## config.mk

```make
export PLATFORM = sky130hd
export DESIGN_NAME = sram_arbiter
export DESIGN_NICKNAME = d
export VERILOG_FILES = /design/src/rtl/sram_arbiter.sv
export SDC_FILE = /design/constraint.sdc
export NUM_CORES = 1
export LEC_CHECK = 0
export CORE_AREA = 4 4 122 124
export CTS_CLUSTER_SIZE = 20
export DETAILED_ROUTE_END_ITERATION = 10
export DIE_AREA = 0 0 126 128
export GPL_TIMING_DRIVEN = 0
export HOLD_SLACK_MARGIN = 0.03
export SYNTH_ARGS = -nofsm -noshare
export SYNTH_HDL_FRONTEND = slang
export SYNTH_SLANG_ARGS = --single-unit
```

## constraint.sdc

```tcl
create_clock -name clk -period 3.96 [get_ports clk]
set_input_delay 0.594 -clock clk [delete_from_list [all_inputs] [get_ports clk]]
set_output_delay 0.594 -clock clk [all_outputs]
set_load 0.01 [all_outputs]
```

## src/rtl/sram_arbiter.sv

```systemverilog
// sram_arbiter: two-requester (inst/data) SRAM-like bus arbiter with an in-order response ID FIFO.
// Define ARB_ROUND_ROBIN_EN for round-robin arbitration; default is fixed data-over-inst priority.
module sram_arbiter #(
    parameter int OUTSTANDING = 4
) (
    input  logic        clk,
    input  logic        reset,
    input  logic        inst_req,
    input  logic        inst_wr,
    input  logic [1:0]  inst_size,
    input  logic [3:0]  inst_wstrb,
    input  logic [31:0] inst_addr,
    input  logic [31:0] inst_wdata,
    output logic        inst_addr_ok,
    output logic        inst_data_ok,
    output logic [31:0] inst_rdata,
    input  logic        data_req,
    input  logic        data_wr,
    input  logic [1:0]  data_size,
    input  logic [3:0]  data_wstrb,
    input  logic [31:0] data_addr,
    input  logic [31:0] data_wdata,
    output logic        data_addr_ok,
    output logic        data_data_ok,
    output logic [31:0] data_rdata,
    output logic        bus_req,
    output logic        bus_wr,
    output logic [1:0]  bus_size,
    output logic [3:0]  bus_wstrb,
    output logic [31:0] bus_addr,
    output logic [31:0] bus_wdata,
    input  logic        bus_addr_ok,
    input  logic        bus_data_ok,
    input  logic [31:0] bus_rdata
);
    localparam int PW = $clog2(OUTSTANDING);
    localparam int CW = PW + 1;

    typedef enum logic [1:0] {IDLE, HOLD_I, HOLD_D} state_t;

    state_t state, state_nxt;
    logic [OUTSTANDING-1:0] ids;
    logic [PW-1:0] wptr, rptr;
    logic [CW-1:0] count;
    logic full, pick_d, grant_i, grant_d, push, pop, head;

    assign full = count == CW'(OUTSTANDING);

`ifdef ARB_ROUND_ROBIN_EN
    // last_d=0 means inst won the last handshake, so data is favoured next
    logic last_d;
    assign pick_d = data_req && (!inst_req || !last_d);
    always_ff @(posedge clk or posedge reset)
        if (reset)
            last_d <= 1'b0;
        else if (push)
            last_d <= grant_d;
`else
    assign pick_d = data_req;
`endif

    // Grants are gated by reset so strobes drop the moment reset asserts
    always_comb begin
        grant_i = 1'b0;
        grant_d = 1'b0;
        state_nxt = state;
        if (!reset && !full)
            case (state)
                IDLE: begin
                    grant_d = pick_d;
                    grant_i = inst_req && !pick_d;
                    state_nxt = bus_addr_ok ? IDLE : grant_d ? HOLD_D : grant_i ? HOLD_I : IDLE;
                end
                HOLD_I: begin
                    grant_i = inst_req;
                    state_nxt = inst_req && !bus_addr_ok ? HOLD_I : IDLE;
                end
                HOLD_D: begin
                    grant_d = data_req;
                    state_nxt = data_req && !bus_addr_ok ? HOLD_D : IDLE;
                end
                default: state_nxt = IDLE;
            endcase
    end

    assign bus_req = grant_i || grant_d;
    assign bus_wr = grant_d ? data_wr : inst_wr;
    assign bus_size = grant_d ? data_size : inst_size;
    assign bus_wstrb = grant_d ? data_wstrb : inst_wstrb;
    assign bus_addr = grant_d ? data_addr : inst_addr;
    assign bus_wdata = grant_d ? data_wdata : inst_wdata;

    assign inst_addr_ok = grant_i && bus_addr_ok;
    assign data_addr_ok = grant_d && bus_addr_ok;
    assign push = bus_req && bus_addr_ok;
    assign pop = !reset && bus_data_ok && count != '0;
    assign head = ids[rptr];
    assign inst_data_ok = pop && !head;
    assign data_data_ok = pop && head;
    assign inst_rdata = bus_rdata;
    assign data_rdata = bus_rdata;

    always_ff @(posedge clk or posedge reset) begin
        if (reset) begin
            state <= IDLE;
            ids <= '0;
            wptr <= '0;
            rptr <= '0;
            count <= '0;
        end else begin
            state <= state_nxt;
            if (push) begin
                ids[wptr] <= grant_d;
                wptr <= wptr + 1'b1;
            end
            if (pop)
                rptr <= rptr + 1'b1;
            count <= count + CW'(push) - CW'(pop);
        end
    end

`ifndef SYNTHESIS
    always @(posedge clk)
        if (!reset && bus_data_ok)
            assert (count != '0) else $warning("bus_data_ok with no outstanding transaction ignored");
`endif
endmodule

```

==> impl_metrics.csv <==
group,metric,value,unit
timing,timing.clock.skew,0.00108,ns
final_layout,drive_gt1_share,30.7,%
timing,totalNegativeSetupSlack,0,ns
yosys,synth.net_count,396,
yosys,synth.ff_latch_count,13,
timing,grt_setup_unrepaired,"no",
cts,insertion_delay,0.24,ns
cts,cts-htree-levels,1,
worst_hold_path,hold_class,"in -> async",
timing,maxSlewHeadroom,51.5,%
cts,cts_buffers,3,
final_layout,nFillCells,1379,
detailed_routing,detail_route.first_pass.iterations,4,
pwr,power.density_cell_area,278,nW/um^2
yosys,synth_compound_area_share,4.15,%
pwr,p_comb_share,69.9,%
die,area_enclosed_by_the_die_boundary,16100,sq um
yosys,synth_cell_type_count,32,
critical_path,cp_num_buf_inv,3,
critical_path,critical_path_peak_fanout,10,
cts,tritoncts_clock_tree,"built",
yosys,synth_flop_cell,"sky130_fd_sc_hd__dfrtp_1",
critical_path,setup.worst_path.start_class,"primary input",
critical_path,ff2ff_path_depth,10,
die,top_level_ports,320,
pwr,irDropWorstVdd,0.159,mV
placement,post_dp_cell_area,5290,sq um
yosys,async_flop_share,100,%
detailed_routing,ant_nets_after_route,0,
timing,hold_viol_final,0,
detailed_routing,via_per_inst,3.74,
pwr,power.static_leakage,0.00216,uW
critical_path,critical_path_required,3.37,ns
die,die_height,128,microns
critical_path,cell_family_with_the_largest_share_of_critical_path_delay,"buffers and inverters",
critical_path,critPathMostFrequentCell,"sky130_fd_sc_hd__clkdlybuf4s50_1",
grt,globalRouteTotalUtil,14.8,%
timing,number_of_max_slew_violations_in_the_final_report,0,
yosys,synth_xor_area_share,1.99,%
final_layout,area_delta_synth_final,144,%
grt,pin_count_of_the_biggest_net_entering_global_routing,15,
yosys,cell_area_after_synthesis,2200,sq um
cts,cts.clk_slew.worst_paths,0.04,ns
grt,first_global_vias,2892,
cts,ctsResizeCount,0,
detailed_routing,route.layer.met1.wl,4420,microns
critical_path,ff2ff_setup_slack,1.53,ns
die,rows,43,
detailed_routing,wl_met2,7330,microns
timing,post-route-min-period,3.57,ns
timing,fin_crit_sh,90.0,%
cts,ctsLongestPathBuffers,2,
cts,cts-hold-fix-buffers,0,
yosys,synthAdderAreaFrac,4.32,%
placement,place.gp.congestion,0.818,
pwr,seq_power_share,17.4,%
final_layout,design.final.nets,687,
cts,root_driver,"sky130_fd_sc_hd__clkbuf_16",
yosys,synth.yosys.seq_area_share,14.8,%
detailed_routing,route.vias.total,2541,
yosys,yosys.area_share.simple,7.78,%
pwr,post_layout_power,1500,uW
die,design.core.area,13800,sq um
critical_path,crit_slowest_cell,"sky130_fd_sc_hd__clkdlybuf4s50_1",
timing,finalSetupViolations,0,
flow_run,drv_cap,0,
timing,fmax,0.280,GHz
yosys,syn_inst,209,
detailed_routing,wire_per_inst,19.1,microns
grt,grt_antenna_before_repair,1,
pwr,power_report.internal_total,1010,uW
yosys,synth_enable_flop_cells,0,
critical_path,critical_path.endpoint_type,"output pin",
placement,hpwl,11900,microns
critical_path,critPathMaxStageDelay,0.57,ns
pwr,switching_power,490,uW
grt,grt_first_pass_wirelength,17800,microns
detailed_routing,drt_iter0_markers,65,
detailed_routing,wl_met3,1030,microns
critical_path,critical_path.cell_chain,"clkdlybuf4s50_1 -> nand2b_4 -> nor3_4 -> buf_6 -> mux2_2 -> clkdlybuf4s50_1",
critical_path,path_class,"in -> out",
die,die_w,126,microns
cts,numClockSinks,13,
grt,grt_overflow_total,0,
final_layout,post-route-cell-area,5370,sq um
yosys,ys.warnings.count,0,
critical_path,r2r_start,"state[1]",
placement,dp_worst_setup_slack,0.300,ns
yosys,muxShareOfSynthArea,39.4,%
critical_path,r2r-end,"count[2]",
detailed_routing,totalWireLength,13000,microns
yosys,synthesis.area_per_instance,10.5,sq um
timing,timing_worst_slew_pin_value,0.725,ns
critical_path,worst_ep_arrival_time,2.97,ns
timing,minimum_setup_slack_in_the_final_design,0.395,ns
status,outcome,"completed",
cts,post_cts_buffers,0,
placement,io_buffer_count,286,
pwr,netSwitchingFraction,32.8,%
yosys,synth_top_family_by_area,"multiplexers",
pwr,power_frac_clock,12.7,%
detailed_routing,drc_errors,0,
detailed_routing,routed.top_layer,"met4",
timing,final.hold.worst_slack,0.421,ns
die,starting_utilization_of_the_core_area,16.0,%
-- sequential cells by signal (all words and copies together), names as in the netlist --
signal / count
count: 3
ids: 4
rptr: 2
wptr: 2
state: 2
-- metal layers --
metal | up-vias | GRT usage [%]
met5 | - | 0
met4 | 0 | 2.90
met3 | 9 | 4.04
li1 | 1246 | -
met2 | 153 | 29.2
met1 | 1133 | 15.8
-- power groups by stage --
stage               combinational, uW  clock (uW)  sequential [uW]
floorplan                         542           0              248
global placement                 1040           0              258
detailed placement               1050           0              262
CTS                              1060         197              262
global route                     1130         205              272
finish                           1050         190              260
-- cells in the mapped netlist (all sizes together), types with 2 or more instances --
cell	instances	area, sq um
buf	72	579
mux2	72	845
dfrtp	13	325
inv	8	30.0
ha	6	75.1
nor3	5	36.3
a32o	4	40.0
nand4	4	25.0
nor2b	4	25.0
xnor2	3	26.3
nand2b	2	20.0
nor3b	2	26.3
xor2	2	17.5
-- area by class of cell --
class / instances / area (sq um) / share of cell area [%]
Timing Repair Buffer: 286 / 2860 / 53.3
Multi-Input combinational cell: 116 / 1270 / 23.6
Buffer: 72 / 579 / 10.8
Sequential cell: 13 / 325 / 6.05
Tap cell: 180 / 225 / 4.19
Clock buffer: 4 / 78.8 / 1.47
Inverter: 8 / 30.0 / 0.559
Antenna cell: 1 / 2.50 / 0.0466
-- worst max path at each step --
stage | from | endpoint | slack, ns | cells past startpoint
after floorplan | inst_req | count[2] | 1.53 | 10
after global placement | data_req | bus_addr[0] | 0.30 | 6
after detailed placement | data_req | bus_addr[0] | 0.30 | 6
after CTS | data_req | bus_addr[0] | 0.28 | 6
after global routing | data_req | bus_addr[0] | 0.22 | 6
final | data_req | bus_addr[0] | 0.39 | 6
-- logic make-up after synthesis --
group	after synthesis
simple gates	23
flops	13
compound gates	8
xor+xnor	5
mux	73
buf+inv	80
fa+ha+maj	7
-- cell usage in the layout, fill, tap and decap left out, types with 4 or more instances in the layout --
cell type                         synthesis  layout
sky130_fd_sc_hd__clkdlybuf4s50_1          0     286
sky130_fd_sc_hd__buf_4                   64      64
sky130_fd_sc_hd__mux2_2                  62      62
sky130_fd_sc_hd__dfrtp_1                 13      13
sky130_fd_sc_hd__mux2_4                   9       9
sky130_fd_sc_hd__inv_1                    8       8
sky130_fd_sc_hd__buf_6                    7       7
sky130_fd_sc_hd__ha_1                     6       6
sky130_fd_sc_hd__nor3_1                   4       4
sky130_fd_sc_hd__nor2b_1                  4       4
sky130_fd_sc_hd__nand4_1                  4       4
sky130_fd_sc_hd__a32o_1                   4       4
-- through the flow --
stage	instances	util [%]
3_5_place_dp	675	38.4
3_3_place_gp	675	38.4
6_report	680	39.0
2_1_floorplan	209	-
5_1_grt	680	39.0
4_1_cts	679	39.0
No activity file was read; power rests on OpenSTA's default activity.
